==> config.mk <==
export PLATFORM = sky130hd
export DESIGN_NAME = mult_arb
export DESIGN_NICKNAME = d
export VERILOG_FILES = /design/src/rtl/mult_arb_pkg.sv /design/src/rtl/mult_core.sv /design/src/rtl/mult_arb.sv
export SDC_FILE = /design/constraint.sdc
export NUM_CORES = 1
export LEC_CHECK = 0
export CORE_ASPECT_RATIO = 0.7
export CORE_MARGIN = 8
export CORE_UTILIZATION = 26
export DETAILED_ROUTE_END_ITERATION = 16
export PLACE_DENSITY_LB_ADDON = 0.15
export SETUP_SLACK_MARGIN = 0.5
export SLEW_MARGIN = 40
export SYNTH_ARGS = -nofsm -noshare
export SYNTH_HDL_FRONTEND = slang
export SYNTH_SLANG_ARGS = --single-unit
==> constraint.sdc <==
create_clock -name clk -period 3.31 [get_ports clk]
set_input_delay 0.331 -clock clk [delete_from_list [all_inputs] [get_ports clk]]
set_output_delay 0.331 -clock clk [all_outputs]
set_load 0.01 [all_outputs]
==> src/rtl/mult_arb_pkg.sv <==
// Shared definitions for the multiplier arbiter: default sizes, FSM state
// encoding and the requester-ID width helper.
package mult_arb_pkg;

  localparam int NREQ_DEF = 4;
  localparam int W_DEF    = 8;

  typedef enum logic [1:0] {
    IDLE = 2'd0,
    RUN  = 2'd1,
    DONE = 2'd2
  } state_t;

  // Width of a requester index; never less than one bit.
  function automatic int id_w(input int n);
    return (n > 1) ? $clog2(n) : 1;
  endfunction

endpackage

==> src/rtl/mult_core.sv <==
// Iterative signed shift-add multiplier. Operands are sign-extended to 2*W
// bits and one add/shift step is taken per cycle for 2*W cycles, which gives
// the exact two's-complement product modulo 2^(2*W).
// start : loads the operands (one step per cycle follows from the next edge).
// done  : high during the cycle whose closing edge performs the last step;
//         p takes the product on that edge and holds it until the next one.
module mult_core
  import mult_arb_pkg::*;
#(
  parameter int W = W_DEF
) (
  input  logic           clk,
  input  logic           reset_n,
  input  logic           start,
  input  logic [W-1:0]   a,
  input  logic [W-1:0]   b,
  output logic           done,
  output logic [2*W-1:0] p
);

  localparam int PW = 2 * W;
  localparam int CW = $clog2(PW);
  localparam logic [CW-1:0] LAST = CW'(PW - 1);

  logic [PW-1:0] acc;
  logic [PW-1:0] mcand;
  logic [PW-1:0] mplier;
  logic [PW-1:0] acc_next;
  logic [CW-1:0] ctr;
  logic          running;

  assign acc_next = mplier[0] ? (acc + mcand) : acc;
  assign done     = running && (ctr == LAST);

  // Operand load on start, then one shift-add step per cycle until the last.
  always_ff @(posedge clk or negedge reset_n) begin
    if (!reset_n) begin
      acc     <= '0;
      mcand   <= '0;
      mplier  <= '0;
      ctr     <= '0;
      running <= 1'b0;
      p       <= '0;
    end else if (start) begin
      acc     <= '0;
      mcand   <= {{W{a[W-1]}}, a};
      mplier  <= {{W{b[W-1]}}, b};
      ctr     <= '0;
      running <= 1'b1;
    end else if (running) begin
      acc    <= acc_next;
      mcand  <= mcand << 1;
      mplier <= mplier >> 1;
      ctr    <= ctr + CW'(1);
      if (done) begin
        running <= 1'b0;
        p       <= acc_next;
      end
    end
  end

endmodule

==> src/rtl/mult_arb.sv <==
// Arbiter in front of a single shared iterative multiplier.
// Optional feature: define MULT_ARB_RR_EN for round-robin arbitration
// (search starts after the last winner); otherwise lowest index wins.
// Handshake: req[k] is a level held until gnt[k]; gnt is a one-cycle pulse
// on the edge that captures operand slice k; requests seen while busy are
// ignored. res_valid pulses once per operation with res_p/res_id, which then
// hold until the next result.
module mult_arb
  import mult_arb_pkg::*;
#(
  parameter int NREQ = NREQ_DEF,
  parameter int W    = W_DEF
) (
  input  logic                    clk,
  input  logic                    reset_n,
  input  logic [NREQ-1:0]         req,
  input  logic [NREQ*W-1:0]       a_in,
  input  logic [NREQ*W-1:0]       b_in,
  output logic [NREQ-1:0]         gnt,
  output logic                    busy,
  output logic                    res_valid,
  output logic [id_w(NREQ)-1:0]   res_id,
  output logic [2*W-1:0]          res_p,
  output state_t                  dbg_state
);

  localparam int IDW = id_w(NREQ);

  state_t         state;
  logic           win_found;
  logic [IDW-1:0] win_idx;
  logic [IDW-1:0] owner;
  logic [W-1:0]   op_a;
  logic [W-1:0]   op_b;
  logic           start;
  logic           core_done;

`ifdef MULT_ARB_RR_EN
  logic [IDW-1:0] rr_ptr;

  // Round-robin pick: first requester after the previous winner.
  always_comb begin
    win_found = 1'b0;
    win_idx   = '0;
    for (int i = 0; i < NREQ; i++) begin
      if (!win_found && req[(int'(rr_ptr) + 1 + i) % NREQ]) begin
        win_found = 1'b1;
        win_idx   = IDW'((int'(rr_ptr) + 1 + i) % NREQ);
      end
    end
  end
`else
  // Fixed-priority pick: lowest requesting index wins.
  always_comb begin
    win_found = 1'b0;
    win_idx   = '0;
    for (int i = NREQ - 1; i >= 0; i--) begin
      if (req[i]) begin
        win_found = 1'b1;
        win_idx   = IDW'(i);
      end
    end
  end
`endif

  assign op_a      = a_in[int'(win_idx) * W +: W];
  assign op_b      = b_in[int'(win_idx) * W +: W];
  assign start     = (state == IDLE) && win_found;
  assign dbg_state = state;

  mult_core #(.W(W)) u_core (
    .clk     (clk),
    .reset_n (reset_n),
    .start   (start),
    .a       (op_a),
    .b       (op_b),
    .done    (core_done),
    .p       (res_p)
  );

  // Control FSM: grant in IDLE, wait for the core in RUN, publish in DONE.
  always_ff @(posedge clk or negedge reset_n) begin
    if (!reset_n) begin
      state     <= IDLE;
      gnt       <= '0;
      busy      <= 1'b0;
      res_valid <= 1'b0;
      res_id    <= '0;
      owner     <= '0;
`ifdef MULT_ARB_RR_EN
      rr_ptr    <= IDW'(NREQ - 1);
`endif
    end else begin
      gnt       <= '0;
      res_valid <= 1'b0;
      case (state)
        IDLE: begin
          if (win_found) begin
            gnt   <= NREQ'(1) << win_idx;
            owner <= win_idx;
            busy  <= 1'b1;
            state <= RUN;
`ifdef MULT_ARB_RR_EN
            rr_ptr <= win_idx;
`endif
          end
        end
        RUN: begin
          if (core_done) begin
            res_valid <= 1'b1;
            res_id    <= owner;
            state     <= DONE;
          end
        end
        DONE: begin
          busy  <= 1'b0;
          state <= IDLE;
        end
        default: begin
          busy  <= 1'b0;
          state <= IDLE;
        end
      endcase
    end
  end

endmodule

==> results.md <==
Logic synthesis:
- The synthesized design contains 81 register bits.
- The post-synth net total is between 500 and 600.
- The synthesized instance count is 501.
- After synthesis the cells add up to 4590 um^2.
- Counting flops with a built-in enable in the synthesized netlist gives 0.
- The sequential area share after synthesis is 44.2%.
- Counting flops with an async set or reset pin after synthesis yields a share of between 90% and 100%.
- The commonest register cell after synthesis is sky130_fd_sc_hd__dfrtp_1.
- The netlist uses 51 different library cells.
- The mean area per synthesized cell is 9.16 um^2.
- For this run, the number of Yosys warnings is 0.

STA:
- Setup violations remaining at the end of the flow were counted as 0.
- Setup total negative slack on the finished layout was measured at 0 ps.
- The share of the cycle needed by the critical path after routing is 77.1%.
- For this run, the top clock speed supported by timing is 392 MHz.
- The final hold violation count is 5.
- The smallest clock period supported by the final layout is computed as 2550 ps.
- For the pin with the worst max-slew slack, the measured transition is 732 ps.
- The worst hold-check slack is -19.6 ps.
- The worst setup skew after layout is around 13 ps.
- The max-slew violation count was 0.
- Setup repair after global routing left no endpoint under its margin.
- Headroom to the max-slew limit came out at 51.2%.

Clock tree:
- TritonCTS built the clock tree.
- Once the clock tree was built, the setup fixing pass inserted 0 buffers.
- The clock latency on the worst-skew pair is 350 ps.
- The clock-pin slew of the registers on the worst-case setup and hold paths is 70 ps.
- Once the clock tree was built, the resizer swapped 0 gates to a different size.
- Buffers inserted to repair hold after CTS numbered 0.
- TritonCTS created 9 clock buffers.
- For this design, the sink count on the clock tree is 81.
- The root buffer cell chosen for the clock tree is sky130_fd_sc_hd__clkbuf_16.
- The clock tree buffer depth is 2.
- The CTS H-tree depth is 3.

Critical path:
- The worst path arrival time is 2800 ps.
- The startpoint identified for the worst register-to-register timing path is u_core.mcand[0]$_DFFE_PN0P_.
- The category of the worst setup path capture point is a flop.
- The dominant delay contributor by cell family on the critical path is compound AO/OA/AOI/OAI gates.
- The critical path class is reg -> reg.
- The maximum fanout count along the critical path is 3.
- The setup slack on the worst flop-to-flop path is between 700 and 800 ps.
- The data required time of the worst path is about 3600 ps.
- The number of cells on the worst reg-to-reg path is 9.
- The worst flop-to-flop path endpoint is u_core.acc[14]$_DFFE_PN0P_.
- The slowest stage of the critical path is the sky130_fd_sc_hd__fa_1 cell.
- Traced cell by cell, the critical path runs through ha_1 > fa_1 > a211oi_1 > o211ai_2 > a41oi_2 > o21ai_1 > xnor2_1 > nor2_1 > o21a_1.
- For this run, the slowest stage of the critical path takes 430 ps.
- The element type at the critical path start is a flop.
- Counting both buffers and inverters, the worst setup path holds a total of 0.

Placement:
- Port buffering added 95 buffers.
- The placer congestion estimate is 0.805.
- The HPWL after detailed placement is slightly below 10000 um.

Power and ir drop:
- Summed over all cells, the static leakage comes to between 2 and 3 nW.
- The power density over the cells is 894 nW/um^2.
- The cell-internal power is 3.19 mW.
- The switching part of the total power is 41.2%.
- The worst voltage drop across the vdd grid is 322 uV.
- The design draws 5.43 mW.
- Sequential cells burn 32.4% of the power.
- The combinational share of power is 48.2%.
- The net switching power is 2.24 mW.
- The part of the power in the clock network is roughly 19%.

Floorplan:
- Measured along the x axis, the die boundary spans 175 um.
- The floorplan step defined a die boundary enclosing 22200 um^2.
- Row generation in the floorplan step produced 40 rows.
- The initial utilization of the core area, before any placement, comes to 26.7%.
- The y dimension of the die is 127 um.
- Pin placement for this block handled 96 I/O pins.
- The core area is 17200 um^2.

Detailed routing:
- The remaining antenna violation count after routing is 0.
- The mean routed wirelength per cell is around 16 um.
- The first detailed-routing pass ran for 4 iterations.
- The via count is about 3900.
- Wires add up to 13200 um.
- In this run, the number of DRC markers left after iteration 0 of detailed routing was 217.
- For this run, design rule violations remaining after detail routing come to 0.
- In the routed layout, each cell is associated on average with a via count of 4.73.

GRT:
- The via count of the first global-routing pass came to 3917.
- The total global routing track utilization is 12.0%.
- Entering global routing, the biggest net connects 82 pins.
- Global routing finished with a remaining overflow of 0.
- The wire length of the first global-routing pass is 21700 um.
- The number of antenna violations at the first check in global routing was 0.

Final layout:
- The number of diodes added for antenna fixing is 0.
- The share of layout cells above drive strength 1 is 6.25%.
- Relative to the synthesized area, the layout overhead comes to 32.3%.
- For this run, the share of the core covered by cells in the final layout is 35.3%.
- At the end of the flow, the number of nets in the layout was 674.

Outcome:
- The checks that failed: negative hold slack.
- The flow ran to the end, but the final reports show violations.

Hold path:
- In this run the worst hold path is classified as in -> async.

Flow run:
- The count of maximum capacitance violations is 0.
==> through the flow <==
stage / std cells / area, um^2 / worst slack [ps]
detailed placement: 807 / 5760 / 672
floorplan: 501 / 4590 / 1010
global route: 823 / 6070 / 599
finish: 823 / 6070 / 757
CTS: 823 / 6070 / 743
global placement: 807 / 5760 / 737
==> sequential cells by signal, summed over array words and instances (netlist names) <==
signal	count
u_core.running	1
u_core.acc	16
dbg_state	2
u_core.p	16
u_core.ctr	4
gnt	4
owner	2
res_valid	1
u_core.mcand	16
u_core.mplier	16
busy	1
res_id	2
==> placed cells by master (no fill, tap or decap), types with 2 or more instances in the layout <==
master	n
sky130_fd_sc_hd__o21ai_1	16
sky130_fd_sc_hd__nand2_1	76
sky130_fd_sc_hd__dfrtp_1	81
sky130_fd_sc_hd__mux2_2	2
sky130_fd_sc_hd__clkbuf_16	9
sky130_fd_sc_hd__and2_1	4
sky130_fd_sc_hd__ha_1	16
sky130_fd_sc_hd__a211oi_1	5
sky130_fd_sc_hd__xor2_1	6
sky130_fd_sc_hd__o21ai_0	48
sky130_fd_sc_hd__clkinv_4	2
sky130_fd_sc_hd__a21oi_1	42
sky130_fd_sc_hd__nand3b_1	2
sky130_fd_sc_hd__nor2_1	42
sky130_fd_sc_hd__clkdlybuf4s50_1	94
sky130_fd_sc_hd__nor3b_1	3
sky130_fd_sc_hd__a21o_1	7
sky130_fd_sc_hd__o21a_1	3
sky130_fd_sc_hd__nand3_1	6
sky130_fd_sc_hd__mux2i_1	41
sky130_fd_sc_hd__buf_4	9
sky130_fd_sc_hd__nor3_1	3
sky130_fd_sc_hd__nand2b_1	6
sky130_fd_sc_hd__inv_1	6
sky130_fd_sc_hd__inv_6	2
sky130_fd_sc_hd__nand4_1	7
sky130_fd_sc_hd__xnor2_1	10
sky130_fd_sc_hd__and3_1	4
sky130_fd_sc_hd__a22oi_1	15
==> synth_stat cells (2+ instances only) <==
| cell type | count | area, um^2 |
|---|---|---|
| sky130_fd_sc_hd__clkbuf_1 | 11 | 41.3 |
| sky130_fd_sc_hd__a21o_1 | 7 | 52.6 |
| sky130_fd_sc_hd__nand2b_1 | 6 | 37.5 |
| sky130_fd_sc_hd__xor2_1 | 6 | 52.6 |
| sky130_fd_sc_hd__mux2_2 | 2 | 22.5 |
| sky130_fd_sc_hd__a211oi_1 | 5 | 37.5 |
| sky130_fd_sc_hd__buf_6 | 2 | 22.5 |
| sky130_fd_sc_hd__inv_1 | 6 | 22.5 |
| sky130_fd_sc_hd__o21ai_1 | 16 | 80.1 |
| sky130_fd_sc_hd__nand2_1 | 76 | 285 |
| sky130_fd_sc_hd__a21oi_1 | 42 | 210 |
| sky130_fd_sc_hd__nor2_1 | 42 | 158 |
| sky130_fd_sc_hd__nor3b_1 | 3 | 22.5 |
| sky130_fd_sc_hd__and2_1 | 4 | 25.0 |
| sky130_fd_sc_hd__nand3b_1 | 2 | 15.0 |
| sky130_fd_sc_hd__nor3_1 | 3 | 15.0 |
| sky130_fd_sc_hd__nand4_1 | 7 | 43.8 |
| sky130_fd_sc_hd__buf_1 | 4 | 15.0 |
| sky130_fd_sc_hd__nand3_1 | 6 | 30.0 |
| sky130_fd_sc_hd__o21a_1 | 3 | 22.5 |
| sky130_fd_sc_hd__ha_1 | 16 | 200 |
| sky130_fd_sc_hd__dfrtp_1 | 81 | 2030 |
| sky130_fd_sc_hd__xnor2_1 | 10 | 87.6 |
| sky130_fd_sc_hd__and3_1 | 4 | 25.0 |
| sky130_fd_sc_hd__a22oi_1 | 15 | 113 |
| sky130_fd_sc_hd__o21ai_0 | 48 | 240 |
| sky130_fd_sc_hd__mux2i_1 | 41 | 410 |
| sky130_fd_sc_hd__buf_2 | 10 | 50.1 |
==> power groups by stage <==
stage	Clock, mW	Combinational (mW)	Sequential [mW]
after floorplan	0	1.86	1.71
after global placement	0	2.58	1.78
after detailed placement	0	2.63	1.78
after CTS	1.08	2.64	1.77
after global routing	1.12	2.94	1.82
final	1.05	2.62	1.76
==> worst max-delay path by stage <==
stage / startpoint / to / depth (start not counted)
floorplan: u_core.mcand[0]$_DFFE_PN0P_ / u_core.acc[14]$_DFFE_PN0P_ / 9
global placement: req[0] / u_core.p[14]$_DFFE_PN0P_ / 6
finish: u_core.mcand[0]$_DFFE_PN0P_ / u_core.acc[14]$_DFFE_PN0P_ / 9
CTS: u_core.mcand[0]$_DFFE_PN0P_ / u_core.acc[14]$_DFFE_PN0P_ / 9
detailed placement: req[0] / u_core.mcand[12]$_DFFE_PN0P_ / 7
global route: u_core.mcand[0]$_DFFE_PN0P_ / u_core.acc[14]$_DFFE_PN0P_ / 9
==> per-layer routing <==
layer,share of wire (%),vias to the layer above,global-route usage [%]
met5,0,-,0
met4,0.36,0,2.14
met3,4.9,4,3.91
met2,44,73,18.6
met1,50,1867,16.3
li1,-,1952,-
==> cell families after synthesis <==
group	after synthesis	share of synthesized area, %
flops	81	44.2
simple gates	157	15.1
compound gates	152	19.8
xor+xnor	16	3.05
buf+inv	35	3.62
fa+ha+maj	17	4.80
mux	43	9.43
==> cell type report <==
cell class	count	area, um^2
Clock buffer	9	225
Clock inverter	7	83.8
Fill cell	1766	11100
Inverter	6	22.5
Multi-Input combinational cell	385	2400
Sequential cell	81	2030
Tap cell	231	289
Timing Repair Buffer	104	1020
No activity file was read; power rests on OpenSTA's default activity.
